**src/rtl/fwd_lookup_ctrl.sv**
```systemverilog
// fwd_lookup_ctrl: requester side of the MAC address table.
// Accepts one header at a time (hdr_*), issues learn/lookup requests (tbl_*),
// waits LOOKUP_LATENCY cycles, presents a forwarding decision (fwd_*), and
// keeps saturating per-class delivery counters (cnt_*).
module fwd_lookup_ctrl #(
  parameter int NUM_PORTS      = 4,
  parameter int LOOKUP_LATENCY = 1,
  parameter int CNT_W          = 16,
  localparam int PW            = (NUM_PORTS > 1) ? $clog2(NUM_PORTS) : 1
) (
  input  logic                 clk,
  input  logic                 rst,
  input  logic                 hdr_valid_i,
  output logic                 hdr_ready_o,
  input  logic [47:0]          hdr_dst_i,
  input  logic [47:0]          hdr_src_i,
  input  logic [PW-1:0]        hdr_port_i,
  output logic                 tbl_learn_req_o,
  output logic [47:0]          tbl_learn_address_o,
  output logic [PW-1:0]        tbl_learn_port_o,
  output logic                 tbl_read_req_o,
  output logic [47:0]          tbl_read_address_o,
  input  logic [PW-1:0]        tbl_read_port_i,
  input  logic                 tbl_read_valid_i,
  output logic                 fwd_valid_o,
  input  logic                 fwd_ready_i,
  output logic [NUM_PORTS-1:0] fwd_mask_o,
  output logic                 fwd_drop_o,
  output logic [CNT_W-1:0]     cnt_unicast_o,
  output logic [CNT_W-1:0]     cnt_flood_o,
  output logic [CNT_W-1:0]     cnt_drop_o
);

  typedef enum logic [1:0] {IDLE, REQ, WAIT, RESP} state_e;
  typedef enum logic [1:0] {CLS_UNICAST, CLS_FLOOD, CLS_DROP} class_e;

  localparam logic [2:0] WAIT_INIT = 3'(LOOKUP_LATENCY - 1);

  state_e               state_q, state_d;
  class_e               class_q, class_d;
  logic                 hdr_ready_q, hdr_ready_d;
  logic [47:0]          dst_q, dst_d;
  logic [47:0]          src_q, src_d;
  logic [PW-1:0]        port_q, port_d;
  logic                 learn_req_q, learn_req_d;
  logic                 read_req_q, read_req_d;
  logic [2:0]           wait_q, wait_d;
  logic [NUM_PORTS-1:0] mask_q, mask_d;
  logic                 drop_q, drop_d;
  logic [CNT_W-1:0]     cnt_uni_q, cnt_uni_d;
  logic [CNT_W-1:0]     cnt_flood_q, cnt_flood_d;
  logic [CNT_W-1:0]     cnt_drop_q, cnt_drop_d;

  logic                 hdr_accept;
  logic                 tbl_hit;
  logic [NUM_PORTS-1:0] flood_mask;
  logic [NUM_PORTS-1:0] uni_mask;

  function automatic logic [CNT_W-1:0] sat_inc(input logic [CNT_W-1:0] v);
    return (v == '1) ? v : v + 1'b1;
  endfunction

  assign hdr_accept = hdr_valid_i & hdr_ready_q;
  // Out-of-range result ports count as a miss.
  assign tbl_hit    = tbl_read_valid_i && (32'(tbl_read_port_i) < 32'(NUM_PORTS));

  always_comb begin
    flood_mask         = '1;
    flood_mask[port_q] = 1'b0;
    uni_mask           = '0;
    uni_mask[tbl_read_port_i] = 1'b1;
  end

  always_comb begin
    state_d     = state_q;
    class_d     = class_q;
    dst_d       = dst_q;
    src_d       = src_q;
    port_d      = port_q;
    learn_req_d = 1'b0;
    read_req_d  = 1'b0;
    wait_d      = wait_q;
    mask_d      = mask_q;
    drop_d      = drop_q;
    cnt_uni_d   = cnt_uni_q;
    cnt_flood_d = cnt_flood_q;
    cnt_drop_d  = cnt_drop_q;

    unique case (state_q)
      IDLE: begin
        if (hdr_accept) begin
          dst_d       = hdr_dst_i;
          src_d       = hdr_src_i;
          port_d      = hdr_port_i;
          // Requests are computed from the inputs here so the registered
          // pulses line up with the REQ cycle.
          learn_req_d = ~hdr_src_i[40] & (hdr_src_i != '0);
          read_req_d  = ~hdr_dst_i[40];
          state_d     = REQ;
        end
      end
      REQ: begin
        if (dst_q[40]) begin
          mask_d  = flood_mask;
          drop_d  = 1'b0;
          class_d = CLS_FLOOD;
          state_d = RESP;
        end else begin
          wait_d  = WAIT_INIT;
          state_d = WAIT;
        end
      end
      WAIT: begin
        if (wait_q == '0) begin
          if (!tbl_hit) begin
            mask_d  = flood_mask;
            drop_d  = 1'b0;
            class_d = CLS_FLOOD;
          end else if (tbl_read_port_i == port_q) begin
            mask_d  = '0;
            drop_d  = 1'b1;
            class_d = CLS_DROP;
          end else begin
            mask_d  = uni_mask;
            drop_d  = 1'b0;
            class_d = CLS_UNICAST;
          end
          state_d = RESP;
        end else begin
          wait_d = wait_q - 1'b1;
        end
      end
      RESP: begin
        if (fwd_ready_i) begin
          unique case (class_q)
            CLS_UNICAST: cnt_uni_d   = sat_inc(cnt_uni_q);
            CLS_FLOOD:   cnt_flood_d = sat_inc(cnt_flood_q);
            default:     cnt_drop_d  = sat_inc(cnt_drop_q);
          endcase
          state_d = IDLE;
        end
      end
      default: state_d = IDLE;
    endcase

    hdr_ready_d = (state_d == IDLE);
  end

  always_ff @(posedge clk or posedge rst) begin
    if (rst) begin
      state_q     <= IDLE;
      class_q     <= CLS_UNICAST;
      hdr_ready_q <= 1'b0;
      dst_q       <= '0;
      src_q       <= '0;
      port_q      <= '0;
      learn_req_q <= 1'b0;
      read_req_q  <= 1'b0;
      wait_q      <= '0;
      mask_q      <= '0;
      drop_q      <= 1'b0;
      cnt_uni_q   <= '0;
      cnt_flood_q <= '0;
      cnt_drop_q  <= '0;
    end else begin
      state_q     <= state_d;
      class_q     <= class_d;
      hdr_ready_q <= hdr_ready_d;
      dst_q       <= dst_d;
      src_q       <= src_d;
      port_q      <= port_d;
      learn_req_q <= learn_req_d;
      read_req_q  <= read_req_d;
      wait_q      <= wait_d;
      mask_q      <= mask_d;
      drop_q      <= drop_d;
      cnt_uni_q   <= cnt_uni_d;
      cnt_flood_q <= cnt_flood_d;
      cnt_drop_q  <= cnt_drop_d;
    end
  end

  assign hdr_ready_o         = hdr_ready_q;
  assign tbl_learn_req_o     = learn_req_q;
  assign tbl_learn_address_o = src_q;
  assign tbl_learn_port_o    = port_q;
  assign tbl_read_req_o      = read_req_q;
  assign tbl_read_address_o  = dst_q;
  assign fwd_valid_o         = (state_q == RESP);
  assign fwd_mask_o          = mask_q;
  assign fwd_drop_o          = drop_q;
  assign cnt_unicast_o       = cnt_uni_q;
  assign cnt_flood_o         = cnt_flood_q;
  assign cnt_drop_o          = cnt_drop_q;

endmodule

```
**config.mk**
```make
export PLATFORM = sky130hd
export DESIGN_NAME = fwd_lookup_ctrl
export DESIGN_NICKNAME = d
export VERILOG_FILES = /design/src/rtl/fwd_lookup_ctrl.sv
export SDC_FILE = /design/constraint.sdc
export NUM_CORES = 1
export LEC_CHECK = 0
export ABC_AREA = 1
export CAP_MARGIN = 10
export CORE_MARGIN = 2
export CORE_UTILIZATION = 49
export CTS_BUF_LIST = sky130_fd_sc_hd__clkbuf_16
export CTS_CLUSTER_DIAMETER = 120
export DETAILED_ROUTE_END_ITERATION = 6
export HOLD_SLACK_MARGIN = 0.1
export PLACE_DENSITY_LB_ADDON = 0.25
export SYNTH_ARGS = -nofsm -noshare
export SYNTH_HDL_FRONTEND = slang
export SYNTH_SLANG_ARGS = --single-unit
```
**constraint.sdc**
```tcl
create_clock -name clk -period 10.05 [get_ports clk]
set_clock_uncertainty 0.15 [all_clocks]
set_input_delay 1.005 -clock clk [delete_from_list [all_inputs] [get_ports clk]]
set_output_delay 1.005 -clock clk [all_outputs]
set_load 0.03 [all_outputs]
```
==> metrics.txt <==
outcome=completed; period utilisation layout=a little under a third; Setup Fix Bufs, Post-CTS=0; minimum clock period=approximately 3.2 ns; starting density of the core=around half; Buf/Inv on CP=4; Least-Margin Pin Slew=~1.0 ns; Yosys top cell by area=dfrtp_1; Lkg Pwr=about 0.0052 uW; post-DR wirelength/cell=roughly 14 um; ratio of cells with drive above 1 in the final layout=under 10%; Avg Synthesized Cell Area=around 7.7 um^2; number of synthesized flops with an enable pin=0; CP peak stage delay=~0.67 ns; total gr overflow=0; CP Cell Sequence=clkdlybuf4s50_1 > nand2_1 > nor2_4 > buf_4 > clkinv_2 > buf_4 > nand2_1 > o21ai_1; hpwl dp=14840 um; Ports=260; chip height=about 130 um; antenna violations before repair=0; Crit path depth=8; Slew Limit Fails=0; Max Freq=~0.32 GHz; critical path peak fanout=approximately 110; CTS Buf Count=17; clock latency on the worst-skew pair=0.43 ns; first-pass GRT wire length=~33000 um; cell family with the largest share of critical-path delay=buffers and inverters; post-synth top area share=between 50% and 60%; Hold/Removal Path Class=flop to flop; top cells by area, synth=dfrtp_1, nand2_1, nor2_1; Die Wd=about 130 um; Internal=roughly 1700 uW; CP Capture Type=flop; Worst VDD drop=between 150 and 200 uV; FP Rows=45; Setup TNS Final=0 ns; syn nets=roughly 1.1k; ys async rst share=100.0%; vias in the first global route=6790; PortBufs=around 260; CP Launch Type=input port; sw frac=slightly above 40%; 1st-iter DRT viols=around 440; CP max-delay cell=buf_4; Gate Count Post-Synth=roughly 1000; post-route ant nets=0; Antenna diodes=0; reg2reg start=state_q[1]; reg2reg end=tbl_learn_address_o[2]; largest net degree at the start of global routing=roughly 110; Unique masters post-synth=31; DRT Pass-1 Iters=6; Reg clk slew, reported paths=0.07 ns; final hold vios=0; RSZ-0062 raised after global routing=false; post-synthesis cell area=approximately 7600 um^2; internal reg-to-reg setup slack=a little over 7 ns; area grow syn2layout=43.56%; Synth Flop Type=dfrtp_1; clock power share=between 20 and 25%; Final setup viols=0; cts hold-fix bufs=0; Comb power frac=42.9%; RePlAce Congestion=roughly 0.85; sequential fraction of the synthesis area=a little over half; WP data arrival=between 3 and 4 ns; max capacitance violation total=0; die area=approximately 16000 um^2; hold_sp=tbl_read_address_o[13]; post_cts resized=0; H-tree levels=4; gr usage total=between 20% and 30%; clk buf depth=2; Psw=roughly 1200 uW; fin nets=between 1k and 1.5k; Worst Path Required=10.17 ns; Sequential Power Share=between 30% and 40%; drt drc=0; final wirelength=approximately 21000 um; Max-slew headroom=30.70%; via count=around 7.1k; TritonCTS clock tree=built; via/cell ratio=about 4.9; Root Driver=clkbuf_16; area of the core=approximately 15000 um^2; Yosys warnings=0; pwr/cell area=between 200 and 300 nW/um^2; Total Power=2851 uW; Yosys reg bits=160; worst hold endpoint=tbl_read_address_o[13]; Worst R2R Path Depth=9; CTS Sinks=160; Min-Delay Path Depth=2; CP Class=input port to flop
[power by group through the flow]
| stage | registers [uW] | clock network, uW | logic [uW] |
|---|---|---|---|
| global placement | 985 | 0 | 1210 |
| global route | 1010 | 686 | 1310 |
| detailed placement | 984 | 0 | 1230 |
| finish | 982 | 646 | 1220 |
| CTS | 983 | 656 | 1230 |
| floorplan | 1350 | 0 | 306 |
[how the worst max path moves through the flow]
stage | endpoint | from
final | tbl_learn_address_o[2] | hdr_valid_i
after global routing | tbl_learn_address_o[40] | hdr_valid_i
after CTS | tbl_learn_address_o[40] | hdr_valid_i
after detailed placement | tbl_learn_address_o[40] | hdr_valid_i
after global placement | tbl_learn_address_o[40] | hdr_valid_i
after floorplan | class_q[0] | rst
[stage by stage]
| stage | setup WS, ns | hold slack (ns) | area [um^2] | utilization [%] | cells |
|---|---|---|---|---|---|
| 2_1_floorplan | 4.575 | 0.3463 | 7586 | - | 988 |
| 3_3_place_gp | 6.423 | 0.3025 | 10310 | 68.05 | 1411 |
| 3_5_place_dp | 6.418 | 0.3074 | 10310 | 68.05 | 1411 |
| 4_1_cts | 6.875 | 0.3238 | 10890 | 71.90 | 1443 |
| 5_1_grt | 6.671 | 0.3461 | 10890 | 71.90 | 1443 |
| 6_report | 6.882 | 0.3170 | 10890 | 71.90 | 1443 |
[Yosys cell counts (2+ instances only)]
cell type	n
nand2_1	529
dfrtp_1	160
nor2_1	80
inv_1	53
nand3_1	21
nand4_1	18
o21ai_0	15
buf_2	12
xnor2_1	12
clkbuf_1	11
o21ai_1	11
xor2_1	10
ha_1	9
nor2_2	9
a21oi_1	6
inv_2	6
nor3_1	4
buf_6	3
nand3_2	3
clkinv_1	2
nor2_4	2
o21ai_4	2
o22ai_1	2
[area by class of cell]
type | instances | area [um^2]
repair buffers | 262 | 2615
clock buffers | 17 | 425.4
well taps | 188 | 235.2
clock inverters | 15 | 157.7
fillers | 1203 | 4255
multi-input cells | 740 | 3218
inverters | 61 | 235.2
flip-flops and latches | 160 | 4004
[cell usage in the layout (no fill, tap or decap), types with 12 or more instances in the layout]
master / instances
inv_1: 53
o21ai_0: 15
clkdlybuf4s50_1: 259
nand2_1: 529
xnor2_1: 12
nand4_1: 18
dfrtp_1: 160
nor2_1: 79
nand3_1: 21
clkbuf_16: 17
[sequential cells by signal, summed over array words and instances, names as in the netlist, 2 cells and up]
signal / flops
tbl_learn_address_o: 48
tbl_read_address_o: 48
cnt_drop_o: 16
cnt_flood_o: 16
cnt_unicast_o: 16
fwd_mask_o: 4
wait_q: 3
class_q: 2
state_q: 2
tbl_learn_port_o: 2
[tightest hold or removal path: cells and delay by family (launching register included)]
kind	cells	cell delay (ns)
simple gates	2	0.09
flops	1	0.34
[routing by layer]
layer	vias up	GRT usage, %	wire [um]
met4	0	9.050	426
met3	27	9.854	1730
li1	3551	-	-
met2	210	43.62	10420
met1	3286	30.32	8137
met5	-	0	0
[cells by family (layout without fill, tap and decap cells)]
kind of cell | count (synthesis) | after routing | synth area share (%)
compound gates | 42 | 42 | 3.447
xor+xnor | 22 | 22 | 2.540
fa+ha+maj | 9 | 9 | 1.484
buf+inv | 88 | 355 | 4.899
flops | 160 | 160 | 52.78
simple gates | 667 | 667 | 34.85
No activity file was read; power rests on OpenSTA's default activity.
